**src/rtl/float_div_iter.sv**
```systemverilog
// Iterative IEEE-754 single-precision divider: radix-2 restoring mantissa
// division (one quotient bit per cycle), round to nearest even, flush/saturate.
module float_div_iter (
  input  logic        clk,
  input  logic        rst_n,
  input  logic        start,
  input  logic [31:0] floatA,
  input  logic [31:0] floatB,
  output logic        busy,
  output logic        done,
  output logic [31:0] quotient
);

  typedef enum logic [1:0] {IDLE, DIV, ROUND, DONE} state_t;

  state_t      state;
  logic        sgn;
  logic [7:0]  ea, eb;
  logic [24:0] rem;
  logic [23:0] dvs;
  logic [26:0] q;
  logic [4:0]  cnt;
  logic        spec;
  logic [31:0] spec_res;

  logic [24:0] diff;
  logic        ge;
  logic [22:0] mant;
  logic        guard, sticky, adj, rnd, inc;
  logic [23:0] mant_inc;
  logic signed [9:0] e;
  logic [31:0] res;

  assign ge   = rem >= {1'b0, dvs};
  assign diff = rem - {1'b0, dvs};

  always_comb begin
    mant   = '0;
    guard  = 1'b0;
    sticky = 1'b0;
    adj    = 1'b0;
    if (q[26]) begin
      mant   = q[25:3];
      guard  = q[2];
      sticky = (|q[1:0]) | (rem != '0);
    end else begin
      mant   = q[24:2];
      guard  = q[1];
      sticky = q[0] | (rem != '0);
      adj    = 1'b1;
    end
    rnd      = guard & (sticky | mant[0]);
    // An all-ones mantissa rounding up wraps to zero and bumps the exponent.
    mant_inc = {1'b0, mant} + {23'd0, rnd};
    inc      = mant_inc[23];
    e        = $signed({2'b00, ea}) - $signed({2'b00, eb}) + 10'sd127
             - $signed({9'd0, adj}) + $signed({9'd0, inc});
    if (spec)            res = spec_res;
    else if (e >= 10'sd255) res = {sgn, 8'hFF, 23'h0};
    else if (e <= 10'sd0)   res = 32'h0;
    else                 res = {sgn, e[7:0], mant_inc[22:0]};
  end

  always_ff @(posedge clk or negedge rst_n) begin
    if (!rst_n) begin
      state    <= IDLE;
      busy     <= 1'b0;
      done     <= 1'b0;
      quotient <= 32'h0;
      sgn      <= 1'b0;
      ea       <= '0;
      eb       <= '0;
      rem      <= '0;
      dvs      <= '0;
      q        <= '0;
      cnt      <= '0;
      spec     <= 1'b0;
      spec_res <= '0;
    end else begin
      case (state)
        IDLE, DONE: begin
          done  <= 1'b0;
          state <= IDLE;
          if (start) begin
            busy <= 1'b1;
            sgn  <= floatA[31] ^ floatB[31];
            ea   <= floatA[30:23];
            eb   <= floatB[30:23];
            // Special results still pass through ROUND so they land one edge later.
            if (floatA[30:23] == 8'h00) begin
              spec     <= 1'b1;
              spec_res <= 32'h0;
              state    <= ROUND;
            end else if (floatB[30:23] == 8'h00) begin
              spec     <= 1'b1;
              spec_res <= {floatA[31] ^ floatB[31], 8'hFF, 23'h0};
              state    <= ROUND;
            end else begin
              spec  <= 1'b0;
              rem   <= {2'b01, floatA[22:0]};
              dvs   <= {1'b1, floatB[22:0]};
              q     <= '0;
              cnt   <= '0;
              state <= DIV;
            end
          end
        end
        DIV: begin
          rem <= ge ? {diff[23:0], 1'b0} : {rem[23:0], 1'b0};
          q   <= {q[25:0], ge};
          cnt <= cnt + 5'd1;
          if (cnt == 5'd26) state <= ROUND;
        end
        ROUND: begin
          quotient <= res;
          done     <= 1'b1;
          busy     <= 1'b0;
          state    <= DONE;
        end
        default: state <= IDLE;
      endcase
    end
  end

endmodule

```
**config.mk**
```make
export PLATFORM = sky130hd
export DESIGN_NAME = float_div_iter
export DESIGN_NICKNAME = d
export VERILOG_FILES = /design/src/rtl/float_div_iter.sv
export SDC_FILE = /design/constraint.sdc
export NUM_CORES = 1
export LEC_CHECK = 0
export CELL_PAD_IN_SITES_DETAIL_PLACEMENT = 1
export CELL_PAD_IN_SITES_GLOBAL_PLACEMENT = 1
export CORE_ASPECT_RATIO = 0.8
export CORE_MARGIN = 4
export CORE_UTILIZATION = 47
export CTS_CLUSTER_SIZE = 28
export DETAILED_ROUTE_END_ITERATION = 6
export PLACE_DENSITY = 0.95
export SLEW_MARGIN = 20
export SYNTH_ARGS = -nofsm -noshare
export SYNTH_HDL_FRONTEND = slang
export SYNTH_SLANG_ARGS = --single-unit
```
**constraint.sdc**
```tcl
create_clock -name clk -period 12.7 [get_ports clk]
set_input_delay 2.54 -clock clk [delete_from_list [all_inputs] [get_ports clk]]
set_output_delay 2.54 -clock clk [all_outputs]
set_load 0.01 [all_outputs]
```
Word-level counts from Yosys, hierarchy flattened. Index checks and enable logic that the tools add are counted.

Register bits after elaboration: 167. Input bits: 67. Output and inout bits: 34. Word-level logic and storage cells: 84.

$lt $le $gt $ge: 3. Equality and inequality tests: 8. Bitwise logic cells: 7. Add/subtract/negate cells: 7. Reductions and logical operators: 14. Mux-type cells: 32.

Operator list (number): 32-bit 2-to-1 mux (5); 25-bit 2-to-1 mux (4); 27-bit 2-to-1 mux (3); 27-bit one-hot mux with 2 select lines (1); 25-bit one-hot mux with 2 select lines (1); 25-bit by 24-bit >= comparator with 1-bit output (1); 25-bit nonzero test (1); 23-bit by 1-bit adder with 24-bit output (1); 24-bit subtractor (1); 23-bit 2-to-1 mux (1); 8-bit zero test (2); 5-bit 2-to-1 mux (3); 10-bit by 2-bit adder with 10-bit output (1); 9-bit by 8-bit adder with 10-bit output, second input constant (1); 10-bit by 9-bit >= comparator with 1-bit output, second input constant (1); 10-bit by 1-bit less-or-equal comparator with 1-bit output, second input constant (1); 5-bit one-hot mux with 2 select lines (1); 10-bit by 2-bit subtractor with 10-bit output (1); 8-bit by 8-bit subtractor with 9-bit output (1); 2-bit 2-to-1 mux (4); 2-bit != test, second input constant (4); 4-bit AND reduction (2); 1-bit 2-to-1 mux (6); 2-bit one-hot mux with 3 select lines (1); other kinds (14) (23).

Longest topological paths before layout.
Depth after elaboration: 11. Depth in mapped cells: 21. Mapped depth without buffers: 18.

Worst setup path after synthesis. OpenSTA, ideal clock, no wires.

Path type: in2reg. Start point: in floatA[28]. End point: reg dvs[10]. Data required time: 12575 ps. Data arrival time: 4226 ps. Setup time: 125 ps. Buffers on the path: 2. Path slack: 8349 ps. Stages: 7. Cell sequence: or4_1 > nor2_1 > a21oi_1 > nand2_1 > buf_2 > buf_2 > mux2_2.

Longest elaborated chain between the ends: 3.

RTL lines: start, declared (line 7) `input logic [31:0] floatA,`; 8-bit zero test (line 90) `if (floatA[30:23] == 8'h00) begin`; 1-bit NOT (no source line); 4-bit AND reduction (no source line); end signal, assigned (line 101) `dvs <= {1'b1, floatB[22:0]};`; end, declared (line 20) `logic [23:0] dvs;`.

No other way between the ends. A chain may end at the register's enable or synchronous reset.

Worst setup path in the final report.
Start point: reg q[26]. End point: reg quotient[12].

Longest elaborated chain between the ends: 9. Elaborated cells between the ends (all ways): 14. Those cells by class: add/sub: 3; order compare: 2; mux: 7; bitwise: 2.

RTL lines: start, declared (line 21) `logic [26:0] q;`; start signal, assigned (line 110) `q <= {q[25:0], ge};`; 1-bit 2-to-1 mux or 23-bit 2-to-1 mux (tied branches) (line 42) `if (q[26]) begin`; 1-bit bitwise OR (line 52) `rnd = guard & (sticky | mant[0]);`; 1-bit bitwise AND (line 52); 23-bit by 1-bit adder with 24-bit output (line 54) `mant_inc = {1'b0, mant} + {23'd0, rnd};`; 10-bit by 2-bit adder with 10-bit output (line 57) `- $signed({9'd0, adj}) + $signed({9'd0, inc});`; 10-bit by 1-bit less-or-equal comparator with 1-bit output (line 60) `else if (e <= 10'sd0) res = 32'h0;`; 32-bit 2-to-1 mux (line 60); 32-bit 2-to-1 mux * (line 59) `else if (e >= 10'sd255) res = {sgn, 8'hFF, 23'h0};`; 32-bit 2-to-1 mux * (line 58) `if (spec) res = spec_res;`; end signal, assigned (line 115) `quotient <= res;`; end, declared (line 11) `output logic [31:0] quotient`.

Every way passes the cells marked *; elsewhere a longest branch is shown, timed or not.

==> run metrics <==
outcome=finished clean; I/O Pins=101; Tightest Pin Transition=1180 ps; Site Rows=44; deepest clock path buffer count=2; Inst Count DP=1273; Cells after Synth=970; Avg WL per Cell=21.6 um; Min-Delay Path Depth=2; Die X-Extent=161 um; Async SR Flop Fraction=1.00; Ys Warns=0; Via Count=7877; DP Wirelength=19200 um; CP endpoint kind=register; CP max stage delay=680 ps; Final setup viols=0; number of synthesized flops with an enable pin=0; Mapped Nets=1086; Setup Slack @ Placement=6750 ps; Hold/Removal Path Class=reg -> reg; Worst R2R Setup Slack=7280 ps; final WL=28100 um; CP max FO=39; Crit path required time=13010 ps; DRC Markers=0; Root Driver=clkbuf_16; min cycle time layout=5420 ps; Synth Area per Inst=9.10 um^2; vias per cell=6.05; area grow syn2layout=18.2%; Worst R2R End=quotient[12]; Post-Route Setup TNS=0 ps; max_slew headroom=0.214; CTS tree=yes; Setup crit start kind=register; final non-filler cell total=1301; Worst path top cell family by delay=simple AND/OR/NAND/NOR gates; H-tree Lvls=4; initial drt markers=656; Die Area=21100 um^2; Synth Cell Area=8830 um^2; Final Hold Fails=0; Worst Setup Path Type=reg -> reg; RSZ-0062 raised after global routing=no; first-pass GRT wire length=45500 um; Die Ht=131 um; Main synth FF type=dfrtp_1; worst skew pair latency=430 ps; n_diodes=0; Fillers=2102; flop and latch count out of synthesis=137; share of the synthesized area in the top cell type=0.388; Crit path buffers/inverters=2; Slew Viols, Final=0; post-synthesis sequential area ratio=0.388; Final #Nets=1155; vias in the first global route=8424; fmax=184 MHz; CP arrival=5730 ps; area leader, netlist=dfrtp_1; initial core utilization=0.483; setup ws final=7280 ps; Reg2Reg Depth=19; CTS Sinks=137; initial antenna violation count=0; clock skew=9.17 ps; hold-fix buffers at CTS=0; cells along the critical path=buf_4, nand2_1, a21oi_1, and4_1, and3_1, nand2_1, nor2_1, fa_1, ha_1, inv_1, fa_1, nor2b_1, o21a_1, o21a_1, o31a_1, a21oi_1, and4_1, nand4bb_2, o32ai_1; area of the core=18300 um^2; period utilisation layout=0.427; synth unique cells=71; IO Port Bufs=100; Detailed Routing Iterations Pass 1=5; Post-CTS Setup Inserts=0; fraction of layout cells with a size suffix above 1=0.0802; RR Startpoint=q[26]; Clock Pin Slew Worst Setup and Hold Paths=60 ps; gpl congestion=0.871; slowest CP cell=nand4bb_2; end of the worst hold path=dvs[23]; hold_sp=dvs[23]; gr usage total=0.272; CTS resizes=0; max_cap viols=0; top post-synthesis cells by area=dfrtp_1 39%, ha_1 6.4%, nand2_1 4.7%; remaining global-route overflow=0; largest net degree at the start of global routing=82; CTS Buf Count=17; Post-DRT Antenna Nets=0
==> per-layer routing <==
| layer | share of wire | wire, um | track usage |
|---|---|---|---|
| met5 | 0 | 0 | 0 |
| met4 | 0.023 | 648 | 0.0817 |
| met3 | 0.045 | 1270 | 0.0433 |
| met2 | 0.50 | 14100 | 0.479 |
| met1 | 0.43 | 12100 | 0.350 |
==> logic make-up (layout without fill, tap and decap cells) <==
logic type,Yosys count,in the layout,share of synthesized area
simple gates,271,271,0.153
compound gates,275,275,0.198
xor+xnor,59,59,0.0585
fa+ha+maj,49,49,0.0728
mux,59,59,0.0717
buf+inv,120,198,0.0577
flops,137,137,0.388
==> worst max path at each step <==
stage                          start      endpoint  slack (ps)  cells past startpoint
final                          q[26]  quotient[12]        7280                     19
after CTS                      q[26]  quotient[12]        6980                     19
after floorplan           floatA[28]       dvs[10]        8350                      7
after global placement         start       rem[24]        7040                      9
after global routing           q[26]  quotient[12]        6910                     19
after detailed placement       start       rem[24]        6750                      9
==> synthesized netlist by cell type, types with 2 or more instances <==
| master | number |
|---|---|
| nand4_1 | 13 |
| a21o_1 | 14 |
| and4_1 | 4 |
| and3_1 | 9 |
| o21ai_1 | 6 |
| o311a_1 | 2 |
| nand2_1 | 110 |
| nor4_1 | 10 |
| a31oi_1 | 7 |
| mux2_2 | 34 |
| or3_1 | 2 |
| a22oi_1 | 15 |
| nand2b_1 | 10 |
| buf_6 | 4 |
| o31ai_1 | 5 |
| o21a_1 | 9 |
| nor2_1 | 45 |
| xor2_1 | 29 |
| o211ai_1 | 7 |
| clkbuf_1 | 31 |
| nand3_1 | 27 |
| o32ai_1 | 2 |
| xnor2_1 | 30 |
| mux2i_1 | 25 |
| a311oi_1 | 2 |
| ha_1 | 45 |
| a21oi_1 | 70 |
| nor2b_1 | 9 |
| dfrtp_1 | 137 |
| buf_4 | 4 |
| o2bb2ai_1 | 22 |
| buf_1 | 7 |
| o21ai_0 | 71 |
| o31a_1 | 3 |
| nand4b_1 | 2 |
| and2_1 | 7 |
| o21bai_1 | 6 |
| or4_1 | 3 |
| inv_1 | 62 |
| a211oi_1 | 4 |
| a21boi_0 | 4 |
| o22ai_1 | 13 |
| nor3_1 | 9 |
| buf_2 | 10 |
| fa_1 | 4 |
==> layout by cell type, fill, tap and decap left out, types with 4 or more instances in the layout <==
master | synthesis | routed
dfrtp_1 | 137 | 136
nand2_1 | 110 | 110
clkdlybuf4s50_1 | 0 | 99
o21ai_0 | 71 | 71
a21oi_1 | 70 | 69
inv_1 | 62 | 62
ha_1 | 45 | 45
nor2_1 | 45 | 44
mux2_2 | 34 | 34
xnor2_1 | 30 | 30
xor2_1 | 29 | 29
nand3_1 | 27 | 27
mux2i_1 | 25 | 25
o2bb2ai_1 | 22 | 22
clkbuf_16 | 0 | 17
a22oi_1 | 15 | 15
a21o_1 | 14 | 14
nand4_1 | 13 | 13
o22ai_1 | 13 | 13
nand2b_1 | 10 | 10
nor4_1 | 10 | 10
nor2b_1 | 9 | 9
and3_1 | 9 | 9
o21a_1 | 9 | 9
nor3_1 | 9 | 9
and2_1 | 7 | 7
o211ai_1 | 7 | 7
a31oi_1 | 7 | 7
buf_4 | 4 | 7
o21bai_1 | 6 | 6
o21ai_1 | 6 | 5
o31ai_1 | 5 | 5
clkbuf_1 | 31 | 5
a211oi_1 | 4 | 4
and4_1 | 4 | 4
a21boi_0 | 4 | 4
fa_1 | 4 | 4
==> worst register-to-register path: cells and delay by family (launching register included) <==
family | cells | cell delay (ps)
simple gates | 8 | 2090
compound gates | 6 | 1340
fa+ha+maj | 3 | 800
flops | 1 | 560
buf+inv | 2 | 520
==> registers in the layout, summed over array words and instances (netlist names), 5 cells and up <==
register  flops
q            27
dvs          24
eb            8
quotient     32
rem          25
ea            8
cnt           5
==> layout make-up <==
cell class	count	area [um^2]	area share
Multi-Input combinational cell	713	4910	0.470
Tap cell	253	317	0.0303
Sequential cell	137	3430	0.329
Clock buffer	24	472	0.0452
Timing Repair Buffer	107	1050	0.101
Clock inverter	4	22.5	0.00216
Inverter	63	236	0.0227
==> through the flow <==
stage               cell area, um^2  utilization  hold slack (ps)
floorplan                      8830            -              418
global placement               9940        0.544              440
detailed placement             9940        0.544              474
CTS                           10400        0.571              475
global route                  10400        0.571              501
finish                        10400        0.571              478
Power is not shown: default switching activity piles up to over one toggle a cycle in this logic, so the estimate is an artifact.
